--- config.mk ---
export PLATFORM = sky130hd
export DESIGN_NAME = uart_rx_param
export DESIGN_NICKNAME = d
export VERILOG_FILES = /design/src/rtl/uart_pkg.sv /design/src/rtl/uart_baud_tick.sv /design/src/rtl/uart_rx_param.sv
export SDC_FILE = /design/constraint.sdc
export NUM_CORES = 1
export LEC_CHECK = 0
export BUFFER_PORTS_ARGS = -buffer_cell sky130_fd_sc_hd__buf_2
export CORE_MARGIN = 10
export CORE_UTILIZATION = 50
export DETAILED_ROUTE_END_ITERATION = 8
export GPL_TIMING_DRIVEN = 0
export PLACE_DENSITY = 0.66
export SLEW_MARGIN = 20
export SYNTH_ARGS = -nofsm -noshare
export SYNTH_HDL_FRONTEND = slang
export SYNTH_SLANG_ARGS = --single-unit
--- constraint.sdc ---
create_clock -name clk -period 6.5 [get_ports clk]
set_input_delay 0 -clock clk [delete_from_list [all_inputs] [get_ports clk]]
set_output_delay 0 -clock clk [all_outputs]
set_load 0.05 [all_outputs]
--- src/rtl/uart_pkg.sv ---
// Shared types and limits for the UART receive path: FSM states, oversample
// bounds, default divisor width, error-flag bundle and the 3-sample vote.
package uart_pkg;

  localparam int unsigned UART_OVS_MIN   = 8;
  localparam int unsigned UART_OVS_MAX   = 16;
  localparam int unsigned UART_DIV_W_DEF = 16;

  typedef enum logic [2:0] {
    ST_IDLE,
    ST_START,
    ST_DATA,
    ST_PARITY,
    ST_STOP
  } uart_state_e;

  typedef struct packed {
    logic frame;
    logic parity;
    logic overrun;
  } uart_err_t;

  function automatic logic maj3(input logic [2:0] s);
    return (s[0] & s[1]) | (s[0] & s[2]) | (s[1] & s[2]);
  endfunction

endpackage

--- src/rtl/uart_baud_tick.sv ---
// Oversample tick generator: one-clock tick every div+1 clocks, reloaded on
// sync so the tick phase lines up with a detected start edge.
module uart_baud_tick
  import uart_pkg::*;
#(
  parameter int unsigned DIV_W = UART_DIV_W_DEF
) (
  input  logic             clk,
  input  logic             rst_n,
  input  logic [DIV_W-1:0] div,
  input  logic             sync,
  output logic             tick
);

  logic [DIV_W-1:0] cnt_q, cnt_d;

  always_comb begin
    tick  = (cnt_q == '0);
    cnt_d = cnt_q - DIV_W'(1);
    if (sync || tick) cnt_d = div;
  end

  always_ff @(posedge clk or negedge rst_n) begin
    if (!rst_n) cnt_q <= '0;
    else        cnt_q <= cnt_d;
  end

endmodule

--- src/rtl/uart_rx_param.sv ---
// Parametrised UART receiver with oversampled majority vote and valid/ack
// output register. Optional parity bit enabled by `define UART_RX_PARITY_EN.
module uart_rx_param
  import uart_pkg::*;
#(
  parameter int unsigned      DATA_W  = 8,
  parameter int unsigned      OVS     = 16,
  parameter int unsigned      DIV_W   = UART_DIV_W_DEF,
  parameter logic [DIV_W-1:0] DIV_RST = '0
) (
  input  logic              clk,
  input  logic              rst_n,
  input  logic              en,
  input  logic              cfg_ld,
  input  logic [DIV_W-1:0]  cfg_div,
  input  logic              cfg_par_odd,
  input  logic              rx_si,
  input  logic              rx_data_ack,
  output logic [DATA_W-1:0] rx_po,
  output logic              rx_valid,
  output logic              rx_busy,
  output logic              rx_frame_err,
  output logic              rx_parity_err,
  output logic              rx_overrun
);

  localparam int unsigned TCW = $clog2(OVS);
  localparam int unsigned BCW = $clog2(DATA_W);
  localparam int unsigned MID = OVS / 2;

  if (OVS < UART_OVS_MIN || OVS > UART_OVS_MAX || (OVS % 2) != 0) begin : g_bad_ovs
    $error("uart_rx_param: OVS must be even and within 8..16");
  end

  logic [1:0]        sync_q, sync_d;
  logic              prev_q, prev_d;
  logic [1:0]        samp_q, samp_d;
  logic [DIV_W-1:0]  div_q, div_d;
  uart_state_e       state_q, state_d;
  logic [TCW-1:0]    tick_cnt_q, tick_cnt_d;
  logic [BCW-1:0]    bit_cnt_q, bit_cnt_d;
  logic [DATA_W-1:0] shreg_q, shreg_d;
  logic [DATA_W-1:0] po_q, po_d;
  logic              valid_q, valid_d;
  uart_err_t         err_q, err_d;

  logic rx_s, falling, tick, start_det, commit, frame_bad, vote, in_win, mid;
  logic par_err;

`ifdef UART_RX_PARITY_EN
  logic par_odd_q, par_odd_d, par_err_q, par_err_d;
  assign par_err = par_err_q;
`else
  logic unused_cfg_par_odd;
  assign unused_cfg_par_odd = cfg_par_odd;
  assign par_err            = 1'b0;
`endif

  assign rx_s    = sync_q[1];
  assign falling = prev_q & ~rx_s;

  uart_baud_tick #(
    .DIV_W (DIV_W)
  ) u_baud_tick (
    .clk   (clk),
    .rst_n (rst_n),
    .div   (div_q),
    .sync  (start_det),
    .tick  (tick)
  );

  always_comb begin
    sync_d = {sync_q[0], rx_si};
    prev_d = rx_s;
    div_d  = div_q;
`ifdef UART_RX_PARITY_EN
    par_odd_d = par_odd_q;
`endif
    if (cfg_ld && !en) begin
      div_d = cfg_div;
`ifdef UART_RX_PARITY_EN
      par_odd_d = cfg_par_odd;
`endif
    end
  end

  // tick_cnt free-runs modulo OVS from the start edge, so it wraps to 0 exactly
  // at each bit boundary and every bit is voted at its centre (tick OVS/2).
  always_comb begin
    state_d    = state_q;
    tick_cnt_d = tick_cnt_q;
    bit_cnt_d  = bit_cnt_q;
    samp_d     = samp_q;
    shreg_d    = shreg_q;
`ifdef UART_RX_PARITY_EN
    par_err_d  = par_err_q;
`endif
    start_det  = 1'b0;
    commit     = 1'b0;
    frame_bad  = 1'b0;
    in_win     = (tick_cnt_q >= TCW'(MID - 2)) && (tick_cnt_q <= TCW'(MID));
    mid        = (tick_cnt_q == TCW'(MID));
    vote       = maj3({samp_q, rx_s});

    if (state_q == ST_IDLE) begin
      if (falling) begin
        state_d    = ST_START;
        start_det  = 1'b1;
        tick_cnt_d = '0;
        bit_cnt_d  = '0;
        samp_d     = '1;
      end
    end else if (tick) begin
      tick_cnt_d = (tick_cnt_q == TCW'(OVS - 1)) ? '0 : tick_cnt_q + TCW'(1);
      if (in_win) samp_d = {samp_q[0], rx_s};
      if (mid) begin
        case (state_q)
          ST_START: state_d = vote ? ST_IDLE : ST_DATA;
          ST_DATA: begin
            shreg_d = {vote, shreg_q[DATA_W-1:1]};
            if (bit_cnt_q == BCW'(DATA_W - 1)) begin
`ifdef UART_RX_PARITY_EN
              state_d = ST_PARITY;
`else
              state_d = ST_STOP;
`endif
            end else begin
              bit_cnt_d = bit_cnt_q + BCW'(1);
            end
          end
`ifdef UART_RX_PARITY_EN
          ST_PARITY: begin
            par_err_d = vote ^ (^shreg_q) ^ par_odd_q;
            state_d   = ST_STOP;
          end
`endif
          ST_STOP: begin
            commit    = 1'b1;
            frame_bad = ~vote;
            state_d   = ST_IDLE;
          end
          default: state_d = ST_IDLE;
        endcase
      end
    end

    if (!en) begin
      state_d   = ST_IDLE;
      start_det = 1'b0;
      commit    = 1'b0;
    end
  end

  always_comb begin
    po_d    = po_q;
    valid_d = valid_q;
    err_d   = err_q;
    if (rx_data_ack && valid_q) begin
      valid_d = 1'b0;
      err_d   = '0;
    end
    if (commit) begin
      if (!valid_q || rx_data_ack) begin
        po_d          = shreg_q;
        valid_d       = 1'b1;
        err_d.frame   = frame_bad;
        err_d.parity  = par_err;
        err_d.overrun = 1'b0;
      end else begin
        err_d.overrun = 1'b1;
      end
    end
  end

  always_ff @(posedge clk or negedge rst_n) begin
    if (!rst_n) begin
      sync_q     <= '1;
      prev_q     <= 1'b1;
      samp_q     <= '1;
      div_q      <= DIV_RST;
      state_q    <= ST_IDLE;
      tick_cnt_q <= '0;
      bit_cnt_q  <= '0;
      shreg_q    <= '0;
      po_q       <= '0;
      valid_q    <= 1'b0;
      err_q      <= '0;
`ifdef UART_RX_PARITY_EN
      par_odd_q  <= 1'b0;
      par_err_q  <= 1'b0;
`endif
    end else begin
      sync_q     <= sync_d;
      prev_q     <= prev_d;
      samp_q     <= samp_d;
      div_q      <= div_d;
      state_q    <= state_d;
      tick_cnt_q <= tick_cnt_d;
      bit_cnt_q  <= bit_cnt_d;
      shreg_q    <= shreg_d;
      po_q       <= po_d;
      valid_q    <= valid_d;
      err_q      <= err_d;
`ifdef UART_RX_PARITY_EN
      par_odd_q  <= par_odd_d;
      par_err_q  <= par_err_d;
`endif
    end
  end

  assign rx_po         = po_q;
  assign rx_valid      = valid_q;
  assign rx_busy       = (state_q != ST_IDLE);
  assign rx_frame_err  = err_q.frame;
  assign rx_parity_err = err_q.parity;
  assign rx_overrun    = err_q.overrun;

endmodule

Yosys cells after proc, flatten, opt, wreduce, memory -nomap -nowiden --
Index checks and enable logic that the tools add are counted.
Storage, ports and cells: register bits 67, input bits 23, output and inout port bits 13, logic and storage cells 103
Cells by class: $add $sub $neg 3, magnitude comparators 2, equal/unequal tests 12, multiplexer cells 42, bitwise gates (word level) 9, reductions and logical operators 21
Operators by type and width (count):
- 2-to-1 mux 3 bit | 14
- zero test 16 bit | 1
- 2-to-1 mux 1 bit | 16
- 2-to-1 mux 16 bit | 1
- 2-to-1 mux 4 bit | 4
- subtractor 16 x 1 -> 16 bit, second input constant | 1
- 2-to-1 mux 2 bit | 6
- nonzero test 2 bit | 5
- equality test 4 bit, second input constant | 2
- AND reduction 4 bit | 2
- equality test 3 bit, second input constant | 2
- inequality test 3 x 1 -> 1 bit, second input constant | 2
- case mux 3 bit (2 select lines) | 1
- AND reduction 5 bit | 1
- adder 4 x 1 -> 4 bit, second input constant | 1
- bitwise AND 1 bit | 4
- >= comparator 4 x 3 -> 1 bit, second input constant | 1
- <= comparator 4 bit, second input constant | 1
- inequality test 2 bit, second input constant | 2
- inequality test 4 bit, second input constant | 1
- AND reduction 2 bit | 2
- adder 3 x 1 -> 3 bit, second input constant | 1
- equality test 3 x 1 -> 1 bit, second input constant | 1
- equality test 3 x 2 -> 1 bit, second input constant | 1
- 9 further kinds | 16

Logic depth before layout (Yosys ltp) --
Gate-level depths: netlist of the first run.
word-level depth 10, depth in mapped cells 7

By module --
From an unflattened synthesis of the first run, not the netlist that was laid out.
Unflattened totals: cells, all modules 257, area total of the unflattened synthesis 3155.5 um^2
By module, submodules not included:
- uart_rx_param | instances 1, cells each 165, area an instance 2235.9 um^2, seq. area each 1282.5 um^2
- uart_baud_tick | instances 1, cells each 92, area an instance 919.6 um^2, seq. area each 400.4 um^2

Least setup slack after synthesis of the first run --
Ideal clock, no wire load.
kind register to register, from register u_baud_tick.cnt_q[0], to register po_q[0], in the netlist rx_po[0], setup time 0.125 ns, data arrival time 2.016 ns, required time 6.375 ns, path slack 4.359 ns, stages on the path, launching flop included 8, path buffers 1, cell sequence dfrtp_1 > inv_1 > ha_1 > nor3b_4 > and4_1 > buf_2 > nor3b_4 > mux2_2
On the way: word-level cells in the longest chain between the ends 5
RTL lines:
- start: declaration | RTL line uart_baud_tick.sv:15 | logic [DIV_W-1:0] cnt_q, cnt_d;
- start signal: assignment | RTL line uart_baud_tick.sv:25 | else cnt_q <= cnt_d;
- zero test 16 bit | RTL line uart_baud_tick.sv:18 | tick = (cnt_q == '0);
- 2-to-1 mux 1 bit | RTL line uart_rx_param.sv:113 | end else if (tick) begin
- 2-to-1 mux 1 bit | RTL line uart_rx_param.sv:105 | if (state_q == ST_IDLE) begin
- 2-to-1 mux 1 bit | RTL line uart_rx_param.sv:147 | if (!en) begin
- AND reduction 2 bit (no line)
- end signal: assignment | RTL line uart_rx_param.sv:201 | po_q <= po_d;
- end: declaration | RTL line uart_rx_param.sv:43 | logic [DATA_W-1:0] po_q, po_d;
Every way passes these cells. A chain may end at the register's enable or synchronous reset.

Final worst setup path of the first run --
from register u_baud_tick.cnt_q[0], to register po_q[5], in the netlist rx_po[5]
Same word-level chain as after synthesis.

==> results of run 1 <==
-- stage by stage --
step	hold slack, ps	power, mW	setup slack, ps	instance area [sq um]	std cells
after global routing	162.5	1.172	3824	3811	393
after detailed placement	-21.35	0.7358	4022	3395	357
after global placement	109.8	0.7254	4014	3372	356
after CTS	145.8	1.124	3995	3811	393
after floorplan	-295.6	0.6810	4359	3108	247
final	134.8	1.111	4023	3811	393
-- routing by layer --
| metal | global-route usage [%] | wire (microns) |
|---|---|---|
| met1 | 15.03 | 2605 |
| met2 | 20.09 | 2809 |
| met5 | 0 | 0 |
| met3 | 5.098 | 315 |
| met4 | 3.969 | 72 |
-- cell usage after synthesis (all sizes together) (2+ instances only) --
| library cell | n |
|---|---|
| a21boi | 3 |
| a21oi | 4 |
| and3 | 2 |
| and4 | 2 |
| buf | 3 |
| clkbuf | 3 |
| dfrtp | 62 |
| dfstp | 5 |
| ha | 5 |
| inv | 6 |
| mux2 | 46 |
| mux2i | 4 |
| nand2 | 19 |
| nand3 | 11 |
| nand4 | 5 |
| nand4b | 2 |
| nor2 | 9 |
| nor2b | 2 |
| nor3 | 2 |
| nor3b | 3 |
| nor4 | 8 |
| nor4b | 2 |
| o211ai | 3 |
| o21ai | 5 |
| o31ai | 3 |
| xnor2 | 8 |
| xor2 | 5 |
-- power by group through the flow --
stage	Sequential [mW]	Combinational, mW	Clock, mW
2_1_floorplan	0.544	0.136	0
3_3_place_gp	0.553	0.172	0
3_5_place_dp	0.557	0.179	0
4_1_cts	0.550	0.189	0.385
5_1_grt	0.560	0.208	0.404
6_report	0.550	0.187	0.374
-- path summary, 6_finish.rpt --
kind | startpoint | to | slack, ps
setup / recovery | u_baud_tick.cnt_q[0] | rx_po[5] | 4020
hold / removal | rst_n | state_q[1] | 130
setup reg to reg | u_baud_tick.cnt_q[0] | rx_po[5] | 4020
hold reg to reg | sync_q[0] | sync_q[1] | 370
max in group asynchronous | rst_n | sync_q[0] | 5780
min in group clk | rx_si | sync_q[0] | 320
-- area by class of cell --
| type | instances | share of cell area [%] |
|---|---|---|
| plain buffers | 6 | 0.7551 |
| clock buffers | 9 | 3.250 |
| clock inverters | 7 | 2.429 |
| inverters | 6 | 0.5909 |
| multi-input cells | 168 | 36.05 |
| flip-flops and latches | 67 | 44.16 |
| well taps | 75 | 2.462 |
| repair buffers | 55 | 10.31 |
-- registers in the layout, indices dropped and copies added, names as in the netlist --
| signal | cells |
|---|---|
| u_baud_tick.cnt_q | 16 |
| rx_parity_err | 1 |
| bit_cnt_q | 3 |
| rx_po | 8 |
| state_q | 3 |
| rx_frame_err | 1 |
| div_q | 16 |
| samp_q | 2 |
| rx_overrun | 1 |
| sync_q | 2 |
| tick_cnt_q | 4 |
| prev_q | 1 |
| rx_valid | 1 |
| shreg_q | 8 |
-- what timing repair did --
item	4_1_cts	5_1_grt
endpoints found under the setup margin	0	0
endpoints found under the hold margin	84	0
hold buffers	20	0
resized for setup	0	0
-- cell families after synthesis --
logic type	count (synthesis)	share of synthesized area [%]
compound gates	27	5.959
xor+xnor	13	3.663
fa+ha+maj	6	2.335
simple gates	72	14.29
buf+inv	12	1.651
mux	50	17.96
flops	67	54.15
==> results_dict.tcl, run 1 <==
set metrics [dict create \
    outcome "complete, no violations" \
    crit_path_frequent_cell "nor3b_4" \
    vias_per_cell 5.321 \
    core-area_sq_um 5991 \
    dieArea_sq_um 9769 \
    crit_fanout 9 \
    grt_max_degree 35 \
    yosysWarnings 0 \
    report.final.slew_viol_count 0 \
    ir_drop_v 0.0001754 \
    final_core_util_pct 63.62 \
    drc 0 \
    portBuffers 34 \
    cts_sinks 67 \
    fmax_ghz 0.4037 \
    final_cell_mix "dfrtp_1 (62), mux2_2 (46), buf_2 (35)" \
    hpwl_microns 4082 \
    antennaDiodeCount 0 \
    async_flop_share_pct 100.0 \
    slew-limit-headroom_pct 45.02 \
    crit_cells 7 \
    critPathTopFamily "simple AND/OR/NAND/NOR gates" \
    p_int_mw 0.8023 \
    synth_area_per_cell_sq_um 12.58 \
    startpoint_type "register" \
    post-route-min-period_ps 2477 \
    synthTopCellsByArea "dfrtp_1 (50%), mux2_2 (17%), dfstp_2 (4.2%)" \
    grt_pass1_wl_microns 10290 \
    wl_per_cell_microns 14.77 \
    end_kind "register" \
    layout.area.seq_sq_um 1683 \
    r2r_cells 7 \
    fp-row-count 28 \
    maxCapViolations 0 \
    vias 2091 \
    drive_gt1_share_pct 35.22 \
    slowest_stage "nor3b_4" \
    die_h_microns 98.84 \
    cts_max_level 3 \
    cts_inserted_buffers 9 \
    switchingPower_mw 0.3089 \
    rsz0062_at_grt "no" \
    synth_top_area_share_pct 49.92 \
    syn_area_sq_um 3108 \
    clock_tree.root_cell "clkbuf_8" \
    layout_commonest_cell "dfrtp_1" \
    syn-num-nets 275 \
    crit_type "reg2reg" \
    insertion_delay_ps 340 \
    p_sw_share_pct 27.80 \
    ys.flop_type "dfrtp_1" \
    synth_edf_count 0 \
    setup_violations 0 \
    ys_types 47 \
    p_seq_share_pct 49.5 \
    drtPass1Iterations 4 \
    critical_path_buf_inv_count 2 \
    power.leakage_nw 1.752 \
    tightestPinTransition_ps 818.4 \
    clock_path_buffers 2 \
    worst_clock_skew_ps 7.199 \
    critical_path_arrival_ps 2700 \
    drtIter0Drc 51 \
    yosysSeqAreaShare_pct 54.15 \
    grt_overflow_total 0 \
    area_growth_pct 22.62 \
    antenna_found_initial 0 \
    crit_chain "inv_1 -> ha_1 -> nor3b_4 -> and4_1 -> buf_2 -> nor3b_4 -> mux2_2" \
    grtUsageTotal_pct 12.55 \
    p_comb_share_pct 16.8 \
    hold_violations 0 \
    hold_class "in2async" \
    multiInputGateArea_sq_um 1374 \
    cp_data_required_time_ps 6720 \
    path_clk_slew_ps 70 \
    power_density_nw_per_um2 291.6 \
    fin_tns_setup_ps 0 \
    initial_core_util_pct 51.88 \
    num-fill-cells 468 \
    synthCells 247 \
    yosysTopAreaCell "dfrtp_1" \
    grt_pass1_vias 2249 \
    ant_nets 0 \
    gp_congestion 0.8322 \
    drt-total-wl_microns 5803 \
    io_pins 36 \
    cts_tree "yes" \
    slowest_delay_ps 450 \
    cts_setup_buffers 0 \
    synth-seq-cells 67 \
    nets 341 \
    clock_power_share_pct 33.7 \
    die_w_microns 98.84 \
    post-route-period-util_pct 38.11 \
]
No activity file was read; power rests on OpenSTA's default activity.
==> run 2: changes to the inputs <==
--- a/config.mk
+++ b/config.mk
@@ -10,7 +10,7 @@
 export CORE_UTILIZATION = 50
 export DETAILED_ROUTE_END_ITERATION = 8
 export GPL_TIMING_DRIVEN = 0
-export PLACE_DENSITY = 0.66
+export PLACE_DENSITY = 0.69
 export SLEW_MARGIN = 20
 export SYNTH_ARGS = -nofsm -noshare
 export SYNTH_HDL_FRONTEND = slang
==> constraint.sdc (replaced) <==
create_clock -name clk -period 2.1 [get_ports clk]
set_input_delay 0 -clock clk [delete_from_list [all_inputs] [get_ports clk]]
set_output_delay 0 -clock clk [all_outputs]
set_load 0.05 [all_outputs]
==> run 2 against run 1 <==
Against the previous run: sequential cell count stayed put; clock skew is essentially flat; design area increased by 5.5%; via count is 4.6% higher; critical endpoint is now rx_po[7]; largest cell class unchanged; largest power group unchanged.
==> results_dict.tcl, run 2 (synthesis gave the netlist of run 1 again) <==
set metrics [dict create \
    maxCapViolations 0 \
    setup_violations 0 \
    r2r_cells 6 \
    post-route-min-period_ps 2036 \
    crit_chain "nor4_4 -> and4_1 -> buf_6 -> nor3b_4 -> buf_12 -> mux2_4" \
    clock_tree.root_cell "clkbuf_8" \
    die_w_microns 98.84 \
    num-fill-cells 436 \
    grtUsageTotal_pct 13.03 \
    reg2reg_from "u_baud_tick.cnt_q[8]" \
    cts_sinks 67 \
    top_regs "div_q: 16 flops, u_baud_tick.cnt_q: 16 flops" \
    grt_pass1_vias 2234 \
    rsz0062_at_grt "yes" \
    final_cell_mix "dfrtp_1 (62), mux2_2 (38), buf_2 (33)" \
    cp_data_required_time_ps 2330 \
    power_density_nw_per_um2 918.4 \
    tightestPinTransition_ps 620.5 \
    grt_pass1_wl_microns 10570 \
    grt_max_degree 43 \
    drtPass1Iterations 4 \
    vias 2187 \
    die_h_microns 98.84 \
    fin_tns_setup_ps 0 \
    ir_drop_v 0.0005388 \
    slew-limit-headroom_pct 58.26 \
    path_clk_slew_ps 80 \
    drt-total-wl_microns 6309 \
    hold_violations 0 \
    clock_path_buffers 2 \
    worst_clock_skew_ps 6.823 \
    layout_commonest_cell "dfrtp_1" \
    wl_per_cell_microns 15.62 \
    portBuffers 34 \
    io_pins 36 \
    drive_gt1_share_pct 39.51 \
    post-route-period-util_pct 96.96 \
    power.leakage_nw 1.845 \
    clock_power_share_pct 34.8 \
    rrSetupSlack_ps 60 \
    area_growth_pct 29.43 \
    fin_hold_ws_ps 92.15 \
    report.final.slew_viol_count 0 \
    finalPower_mw 3.694 \
    slowest_delay_ps 470 \
    vias_per_cell 5.413 \
    fp-row-count 28 \
    drtIter0Drc 66 \
    hpwl_microns 4036 \
    p_sw_share_pct 27.57 \
    critical_path_buf_inv_count 2 \
    crit_type "reg2reg" \
    crit_cells 6 \
    slowest_stage "dfrtp_1" \
    worst_slack_ps 63.82 \
    ant_nets 0 \
    cts_tree "yes" \
    drc 0 \
    multiInputGateArea_sq_um 1454 \
    nets 352 \
    crit_fanout 8 \
    antennaDiodeCount 0 \
    gp_congestion 0.7529 \
    startpoint_type "register" \
    fmax_ghz 0.4911 \
    hold_class "in2async" \
    initial_core_util_pct 51.88 \
    place_inst 357 \
    outcome "complete, no violations" \
    p_int_mw 2.676 \
    dieArea_sq_um 9769 \
    antenna_found_initial 0 \
    cts_inserted_buffers 9 \
    cts_max_level 3 \
    critical_path_arrival_ps 2260 \
    p_seq_share_pct 46.9 \
    core-area_sq_um 5991 \
    p_comb_share_pct 18.3 \
    stdcell_count 404 \
    grt_overflow_total 0 \
    post-place-ws_ps -409.6 \
    worst_r2r_endpoint "rx_po[7]" \
    layout.area.seq_sq_um 1683 \
    critPathTopFamily "simple AND/OR/NAND/NOR gates" \
    insertion_delay_ps 340 \
    end_kind "register" \
    switchingPower_mw 1.019 \
]
run 2: cell types whose count changed in the layout (fill, tap and decap cells not counted), sizes merged:
cell and change:
buf +12, clkinvlp -2, bufinv +1, clkbuf -1, clkinv +1
run 2: power by group through the flow:
stage	logic, mW	clock network, mW	registers [mW]
finish	0.677	1.29	1.73
global route	0.757	1.37	1.76
CTS	0.607	1.32	1.71
detailed placement	0.553	0	1.72
global placement	0.532	0	1.71
floorplan	0.422	0	1.69
run 2: timing repair:
item | 4_1_cts | 5_1_grt
hold endpoints to repair | 84 | 0
buffers inserted | 4 | 8
pin swaps | 1 | 3
setup endpoints to repair | 39 | 28
gates resized for setup | 6 | 15
hold buffers | 20 | 0
run 2: cell type report:
cell class / instances / area share [%]
Sequential cell: 67 / 41.84
Multi-Input combinational cell: 168 / 36.14
Timing Repair Buffer: 67 / 12.32
Clock buffer: 9 / 3.079
Clock inverter: 7 / 2.893
Tap cell: 75 / 2.333
Buffer: 5 / 0.8398
Inverter: 6 / 0.5599
run 2: worst max-delay path by stage:
stage,startpoint,end,slack (ps)
floorplan,u_baud_tick.cnt_q[0],rx_po[0],-9
global placement,u_baud_tick.cnt_q[0],u_baud_tick.cnt_q[8],-390
detailed placement,u_baud_tick.cnt_q[0],u_baud_tick.cnt_q[9],-410
CTS,u_baud_tick.cnt_q[0],rx_po[7],6
global route,u_baud_tick.cnt_q[0],rx_po[7],-40
finish,u_baud_tick.cnt_q[8],rx_po[7],60
run 2: worst register-to-register path, delay by kind of cell, from the launching register on:
family        cells  cell delay (ps)
flops             1              470
mux               1              300
simple gates      3              870
buf+inv           2              300
run 2: metrics by stage:
stage | instance area, sq um | utilization (%)
4_1_cts | 3909 | 65.25
3_3_place_gp | 3374 | 56.33
2_1_floorplan | 3110 | -
6_report | 4023 | 67.15
5_1_grt | 4023 | 67.15
3_5_place_dp | 3397 | 56.70
run 2: metal layers:
metal	vias to the layer above	wire (microns)	GRT usage [%]
met2	38	3033	20.44
met4	0	127	7.056
li1	1061	-	-
met5	-	0	0
met1	1076	2872	15.62
met3	12	275	3.980
